**src/rtl/async_fifo_rd_ctrl.sv**
```systemverilog
// Read-domain controller of the dual-clock FIFO (clk_b only).
// Syncs the Gray write pointer, feeds a FWFT output register, returns Gray read pointer.
module async_fifo_rd_ctrl #(
    parameter  int FIFO_DEPTH = 8,
    parameter  int DATA_WIDTH = 64,
    localparam int AW         = $clog2(FIFO_DEPTH)
) (
    input  logic                  clk_b,
    input  logic                  rst_b,
    input  logic [AW:0]           wptr_gray_async,
    output logic [AW:0]           rptr_gray,
    output logic [AW-1:0]         mem_raddr,
    input  logic [DATA_WIDTH-1:0] mem_rdata,
    output logic [DATA_WIDTH-1:0] dout,
    output logic                  valid,
    input  logic                  rd_en,
    output logic                  empty,
    output logic [AW:0]           level
);

    if (FIFO_DEPTH < 2 || (FIFO_DEPTH & (FIFO_DEPTH - 1)) != 0) begin : g_bad_depth
        $error("async_fifo_rd_ctrl: FIFO_DEPTH must be a power of two >= 2");
    end

    function automatic logic [AW:0] bin2gray(input logic [AW:0] b);
        return b ^ (b >> 1);
    endfunction

    function automatic logic [AW:0] gray2bin(input logic [AW:0] g);
        logic [AW:0] b;
        b[AW] = g[AW];
        for (int i = AW - 1; i >= 0; i--) begin
            b[i] = b[i+1] ^ g[i];
        end
        return b;
    endfunction

    logic [AW:0] wsync_meta;
    logic [AW:0] wsync_gray;
    logic [AW:0] wsync_bin;
    logic [AW:0] rptr_bin;
    logic [AW:0] rptr_bin_inc;
    logic        mem_has_data;
    logic        fetch;

    // Two-flop synchronizer, nothing between the stages
    always_ff @(posedge clk_b) begin
        if (rst_b) begin
            wsync_meta <= '0;
            wsync_gray <= '0;
        end else begin
            wsync_meta <= wptr_gray_async;
            wsync_gray <= wsync_meta;
        end
    end

    assign wsync_bin    = gray2bin(wsync_gray);
    assign rptr_bin_inc = rptr_bin + 1'b1;
    assign mem_has_data = (wsync_gray != rptr_gray);
    assign fetch        = mem_has_data && (!valid || rd_en);

    // Fetch into the output register, or drop the head on a pop with nothing behind it
    always_ff @(posedge clk_b) begin
        if (rst_b) begin
            rptr_bin  <= '0;
            rptr_gray <= '0;
            valid     <= 1'b0;
            dout      <= '0;
        end else if (fetch) begin
            rptr_bin  <= rptr_bin_inc;
            rptr_gray <= bin2gray(rptr_bin_inc);
            valid     <= 1'b1;
            dout      <= mem_rdata;
        end else if (valid && rd_en) begin
            valid     <= 1'b0;
        end
    end

    assign mem_raddr = rptr_bin[AW-1:0];
    assign empty     = !valid;
    assign level     = (wsync_bin - rptr_bin) + {{AW{1'b0}}, valid};

endmodule

```
**config.mk**
```make
export PLATFORM = sky130hd
export DESIGN_NAME = async_fifo_rd_ctrl
export DESIGN_NICKNAME = d
export VERILOG_FILES = /design/src/rtl/async_fifo_rd_ctrl.sv
export SDC_FILE = /design/constraint.sdc
export NUM_CORES = 1
export LEC_CHECK = 0
export CAP_MARGIN = 20
export CORE_AREA = 8 8 113 84
export CTS_CLUSTER_SIZE = 16
export DETAILED_ROUTE_END_ITERATION = 7
export DIE_AREA = 0 0 121 92
export HOLD_SLACK_MARGIN = 0.15
export PLACE_DENSITY = 0.81
export SLEW_MARGIN = 10
export SYNTH_ARGS = -nofsm -noshare
export SYNTH_HDL_FRONTEND = slang
export SYNTH_SLANG_ARGS = --single-unit
```
**constraint.sdc**
```tcl
create_clock -name clk_b -period 3 [get_ports clk_b]
set_input_delay 0.45 -clock clk_b [delete_from_list [all_inputs] [get_ports clk_b]]
set_output_delay 0.45 -clock clk_b [all_outputs]
set_load 0.02 [all_outputs]
```
==> results of run 1 <==
-- state kept, by name, indices dropped and copies added (netlist names) --
| name | cells |
|---|---|
| rptr_bin | 3 |
| rptr_gray | 4 |
| dout | 64 |
| wsync_gray | 4 |
| wsync_meta | 4 |
| valid | 1 |
-- area by class of cell --
cell class                 count  area (µm²)
clock buffer                  10         128
clock inverter                 5        58.8
fill                         679        2860
inverter                       8        30.0
multi-input combinational    253        1310
sequential                    80        1600
tap                          101         126
timing repair buffer         159        1550
-- layer usage --
layer	vias up	routed length (µm)	track usage (%)
met3	6	1080	9.25
li1	1458	-	-
met5	-	0	0
met2	104	4150	25.5
met4	0	49	2.80
met1	1354	3620	17.0
-- worst max-delay path by stage --
stage	slack, ns	end
after floorplan	0.33	level[2]
after global placement	-0.10	level[2]
after detailed placement	-0.23	level[2]
after CTS	-0.008	level[1]
after global routing	-0.04	level[1]
final	0.07	level[1]
-- repair_timing --
item | CTS | global route
resized for setup | 18 | 11
pin swaps | 4 | 5
cloned | 0 | 0
setup endpoints to repair | 3 | 3
buffers inserted | 1 | 1
-- report_power, final --
part           internal (W)  total, W  switching (W)
logic              0.000925   0.00210        0.00117
registers           0.00131   0.00145       0.000141
clock network      0.000380  0.000754       0.000374
-- kinds of logic after synthesis --
kind of cell               count (synthesis)  share of synthesized area [%]
xor gates and xnor gates                  15                           4.37
adders and majority gates                  8                           3.58
and+or+nand+nor                          151                           19.9
DFF                                       80                           53.2
buffers and inverters                     32                           4.62
AOI/OAI and AO/OA                         79                           14.3
-- cell usage in the layout (no fill, tap or decap), drive strengths merged, types with 2 or more instances in the layout --
cell type | synthesis | routed
xor2 | 6 | 6
ha | 7 | 7
a21oi | 73 | 73
buf | 10 | 16
o21ai | 2 | 2
inv | 8 | 8
clkinv | 0 | 2
a21o | 2 | 2
clkdlybuf4s50 | 0 | 143
clkinvlp | 0 | 2
xnor2 | 9 | 9
nand2 | 136 | 136
nand3 | 2 | 2
clkbuf | 14 | 10
dfxtp | 80 | 80
nor2b | 8 | 8
-- per-stage QoR --
stage          area, µm²  instances  utilization (%)
2_1_floorplan       3010        365                -
3_5_place_dp        4570        599             59.6
5_1_grt             4800        616             62.7
6_report            4800        616             62.7
3_3_place_gp        4570        599             59.6
4_1_cts             4760        615             62.1
==> results_dict.tcl, run 1 <==
set metrics [dict create \
    antennaDiodeCount 0 \
    hold_path_depth 1 \
    cap_viol_max_count 0 \
    fin_hold_ws_ns 0.452 \
    finalHoldViolCount 0 \
    worst_hold_path_type "flop to flop" \
    holdCritStartpoint "wsync_meta[3]" \
    slowest_stage "fa_2" \
    power_w 0.00431 \
    finalSetupViolCount 0 \
    reg2reg_depth 7 \
    core-area_mm2 0.00767 \
    area_growth_pct 59.7 \
    grt_pass1_vias 2873 \
    cts_root_buf "clkbuf_8" \
    reg2reg_slack_ns 0.72 \
    cts_max_path_buffers 2 \
    critical-path-max-stage-delay_ns 0.53 \
    synth_area_mm2 0.00301 \
    track_usage_pct 15.5 \
    grt-ovfl-total 0 \
    clock_sinks 80 \
    fmax_mhz 341 \
    peakVddDrop_mv 0.464 \
    layout.nets 590 \
    worst_skew_pair.late_latency_ns 0.34 \
    synth_commonest_cells "nand2_1 (136), dfxtp_1 (80), a21oi_1 (73)" \
    ant_nets 0 \
    path_depth 10 \
    viasPerCell 4.74 \
    grt_pass1_wl_um 14100 \
    fp.dieW_um 121 \
    arrival_ns 2.48 \
    ys_ff_latch 80 \
    maxSlewViolCount 0 \
    fin_ws_ns 0.0661 \
    crit_path_cell_trace "xor2_2 -> xor2_1 -> xnor2_1 -> ha_2 -> inv_2 -> ha_4 -> inv_2 -> fa_2 -> inv_2 -> buf_6" \
    tns_ns 0 \
    ys_top_cells_by_area "dfxtp_1 (53%), nand2_1 (17%), a21oi_1 (12%)" \
    rsz0062_at_grt "true" \
    dr_total_vias 2922 \
    wl_per_cell_um 14.4 \
    drive_gt1_share_pct 8.35 \
    hpwl_um 6680 \
    synthFlopType "dfxtp_1" \
    io_buffer_count 147 \
    cp_num_buf_inv 4 \
    r2r_start "wsync_gray[3]" \
    startpoint "wsync_gray[2]" \
    place.gp.congestion 0.825 \
    rows 27 \
    cp-end-kind "output pin" \
    tightest_slew_ns 0.523 \
    start_kind "flop" \
    synth_nets 444 \
    power_per_cell_area_mw_per_mm2 896 \
    required_ns 2.55 \
    dr.pass1.iters 4 \
    power_leakage_nw 1.86 \
    dieArea_mm2 0.0111 \
    start_util_pct 39.2 \
    yosysTopAreaCellShare_pct 53.2 \
    hold_end "wsync_gray[3]" \
    criticalPathCategory "flop to output pin" \
    yosysUniqueCellTypes 22 \
    wirelength_um 8900 \
    clock_skew_ns 0.00965 \
    synth_most_common_cell "nand2_1" \
    grt_max_degree 47 \
    cpMostUsedCell "inv_2" \
    cts_tree "yes" \
    async_flop_share_pct 0 \
    antenna_found_initial 0 \
    syn_area_per_cell_um2 8.24 \
    post-place-ws_ns -0.230 \
    outcome "complete, no violations" \
    htree_levels 3 \
    seq_area_frac_synth_pct 53.2 \
    drc 0 \
    yosysWarnings 0 \
    slew_headroom_pct 65.1 \
    die_y_um 92 \
    period_share_pct 97.8 \
    synthCells 365 \
    finalCriticalPeriod_ns 2.93 \
    cp_max_fo 2 \
    regToRegEndpoint "dout[23]" \
    synth_top_cell_by_area "dfxtp_1" \
    crit_family "adder cells" \
    cts_hold_buf 0 \
    pin_count 148 \
    path_clk_slew_ns 0.08 \
    cts_buffers 9 \
    drt_iter0_drc 124 \
    synth_edf_count 0 \
]
Power figures use the tool's default switching activity.
==> inputs of run 2 (changes only) <==
--- a/config.mk
+++ b/config.mk
@@ -5,13 +5,15 @@
 export SDC_FILE = /design/constraint.sdc
 export NUM_CORES = 1
 export LEC_CHECK = 0
+export ABC_AREA = 1
 export CAP_MARGIN = 20
-export CORE_AREA = 8 8 113 84
+export CORE_AREA = 8 8 119 88
+export CTS_CLUSTER_DIAMETER = 50
 export CTS_CLUSTER_SIZE = 16
 export DETAILED_ROUTE_END_ITERATION = 7
-export DIE_AREA = 0 0 121 92
+export DIE_AREA = 0 0 127 96
 export HOLD_SLACK_MARGIN = 0.15
-export PLACE_DENSITY = 0.81
+export PLACE_DENSITY = 0.82
 export SLEW_MARGIN = 10
 export SYNTH_ARGS = -nofsm -noshare
 export SYNTH_HDL_FRONTEND = slang
==> results_dict.tcl, run 2 <==
set metrics [dict create \
    mostFrequentLayoutCells "clkdlybuf4s50_1 (144), nand2_1 (94), nor2_1 (84), dfxtp_1 (78), a21oi_1 (70)" \
    die_y_um 96 \
    tns_ns 0 \
    synth_commonest_cells "nand2_1 (94), nor2_1 (84), dfxtp_1 (80)" \
    synth_top_cell_by_area "dfxtp_1" \
    drt_iter0_drc 217 \
    synth_area_mm2 0.00363 \
    yosysWarnings 0 \
    antenna_found_initial 0 \
    dr.pass1.iters 4 \
    top_register "dout" \
    path_clk_slew_ns 0.06 \
    grtUsageMet1_pct 19.4 \
    tightest_slew_ns 0.566 \
    synth_edf_count 0 \
    crit_path_cell_trace "xor2_4 -> xor2_2 -> xor2_1 -> ha_1 -> inv_1 -> ha_2 -> inv_2 -> fa_2 -> inv_2 -> buf_6" \
    slowest_stage "fa_2" \
    cts_hold_buf 0 \
    synthCells 489 \
    place_inst 716 \
    start_util_pct 41.7 \
    critical-path-max-stage-delay_ns 0.52 \
    wirelength_um 10400 \
    fp.dieW_um 127 \
    required_ns 2.55 \
    period_share_pct 96.8 \
    yosysTopAreaCellShare_pct 44.1 \
    final_common_cell "clkdlybuf4s50_1" \
    grtUsageMet2_pct 27.9 \
    worst_hold_path_type "flop to flop" \
    core-area_mm2 0.00871 \
    cts_root_buf "clkbuf_16" \
    synth_most_common_cell "nand2_1" \
    ys_top_cells_by_area "dfxtp_1 (44%), nand3b_1 (13%), nand2_1 (9.7%)" \
    dr_total_vias 3554 \
    synthFlopType "dfxtp_1" \
    worst_skew_pair.late_latency_ns 0.33 \
    arrival_ns 2.45 \
    finalHoldViolCount 0 \
    peakVddDrop_mv 0.584 \
    post_dp_cell_area_mm2 0.00517 \
    rows 29 \
    ys_ff_latch 80 \
    cp-end-kind "output pin" \
    grt_max_degree 85 \
    finalSetupViolCount 0 \
    cts_buffers 9 \
    power_per_cell_area_mw_per_mm2 1070 \
    criticalPathCategory "flop to output pin" \
    htree_levels 3 \
    viasPerCell 4.84 \
    cts_max_path_buffers 2 \
    final_util_pct 63.6 \
    place.gp.congestion 0.845 \
    slew_headroom_pct 62.2 \
    synth_nets 568 \
    power_leakage_nw 2.42 \
    dieArea_mm2 0.0122 \
    grt_pass1_vias 3506 \
    yosysUniqueCellTypes 21 \
    maxSlewViolCount 0 \
    track_usage_pct 17.0 \
    area_growth_pct 52.5 \
    grt-ovfl-total 0 \
    async_flop_share_pct 0 \
    clock_skew_ns 0.00551 \
    cts_tree "yes" \
    grt.busiest_layer "met2" \
    grt_pass1_wl_um 16800 \
    cp_max_fo 2 \
    instances_no_fill 734 \
    syn_area_per_cell_um2 7.43 \
    stdcell_area_mm2 0.00554 \
    drc 0 \
    seq_area_frac_synth_pct 44.1 \
    met3_usage_pct 8.02 \
    cpMostUsedCell "inv_2" \
    clock_sinks 80 \
    start_kind "flop" \
    pin_count 148 \
    wl_per_cell_um 14.1 \
    drive_gt1_share_pct 7.19 \
    fmax_mhz 344 \
    antennaDiodeCount 0 \
    hpwl_um 7300 \
    finalCriticalPeriod_ns 2.90 \
    outcome "complete, no violations" \
    ant_nets 0 \
    layout.nets 700 \
    cap_viol_max_count 0 \
    largest_register_ffs 64 \
    io_buffer_count 147 \
]
-- run 2: worst paths after layout --
kind | startpoint | endpoint | slack [ns] | depth (start not counted)
max reg2reg | wsync_gray[3] | dout[59] | 0.99 | 10
min reg2reg | wsync_meta[3] | wsync_gray[3] | 0.39 | 2
max | wsync_gray[3] | level[1] | 0.1 | 10
min | wsync_meta[3] | wsync_gray[3] | 0.39 | 2
-- run 2: metal layers --
metal	wire length, µm	vias to the layer above
met5	0	-
met4	179	0
met3	980	16
met2	4650	117
met1	4550	1586
li1	-	1835
-- run 2: cell type report --
| type | count | area, µm² |
|---|---|---|
| well taps | 108 | 135 |
| flip-flops and latches | 80 | 1610 |
| clock inverters | 3 | 40.0 |
| multi-input cells | 341 | 1800 |
| fillers | 736 | 3170 |
| clock buffers | 13 | 260 |
| inverters | 30 | 115 |
| repair buffers | 159 | 1580 |
-- run 2: cells by family (layout without fill, tap and decap cells) --
group	count (synthesis)	count (layout)	share of synthesized area (%)
AND/OR/NAND/NOR	254	254	33.4
XOR/XNOR	7	7	1.69
adder cells (fa/ha/maj)	8	8	2.96
flip-flops	80	80	44.1
buffers and inverters	68	205	7.89
AO/OA/AOI/OAI	72	72	9.99
-- run 2: what timing repair did --
item                                   CTS  global route
pin swaps                                3             6
buffers inserted                         2             0
gates resized for setup                 17            13
setup endpoints to repair                3             3
endpoints found under the hold margin    0             0
-- run 2: worst max-delay path: cells and delay by family, from the launching register on --
kind	cells	cell delay [ns]
XOR/XNOR	3	0.58
buffers and inverters	4	0.25
adder cells (fa/ha/maj)	3	0.93
flip-flops	1	0.36
-- run 2: power breakdown --
group / switching, W / leakage, nW / internal (W)
registers: 0.000233 / 0.667 / 0.00143
clock network: 0.000404 / 0.150 / 0.000687
logic: 0.00176 / 1.61 / 0.00138
-- run 2: stage by stage --
| step | power [W] | hold WS (ns) | setup WS [ns] |
|---|---|---|---|
| 2_1_floorplan | 0.00357 | 0.388 | 0.334 |
| 3_3_place_gp | 0.00471 | 0.395 | -0.0708 |
| 3_5_place_dp | 0.00481 | 0.397 | -0.166 |
| 4_1_cts | 0.00589 | 0.398 | 0.0155 |
| 5_1_grt | 0.00633 | 0.405 | -0.00186 |
| 6_report | 0.00591 | 0.392 | 0.0971 |
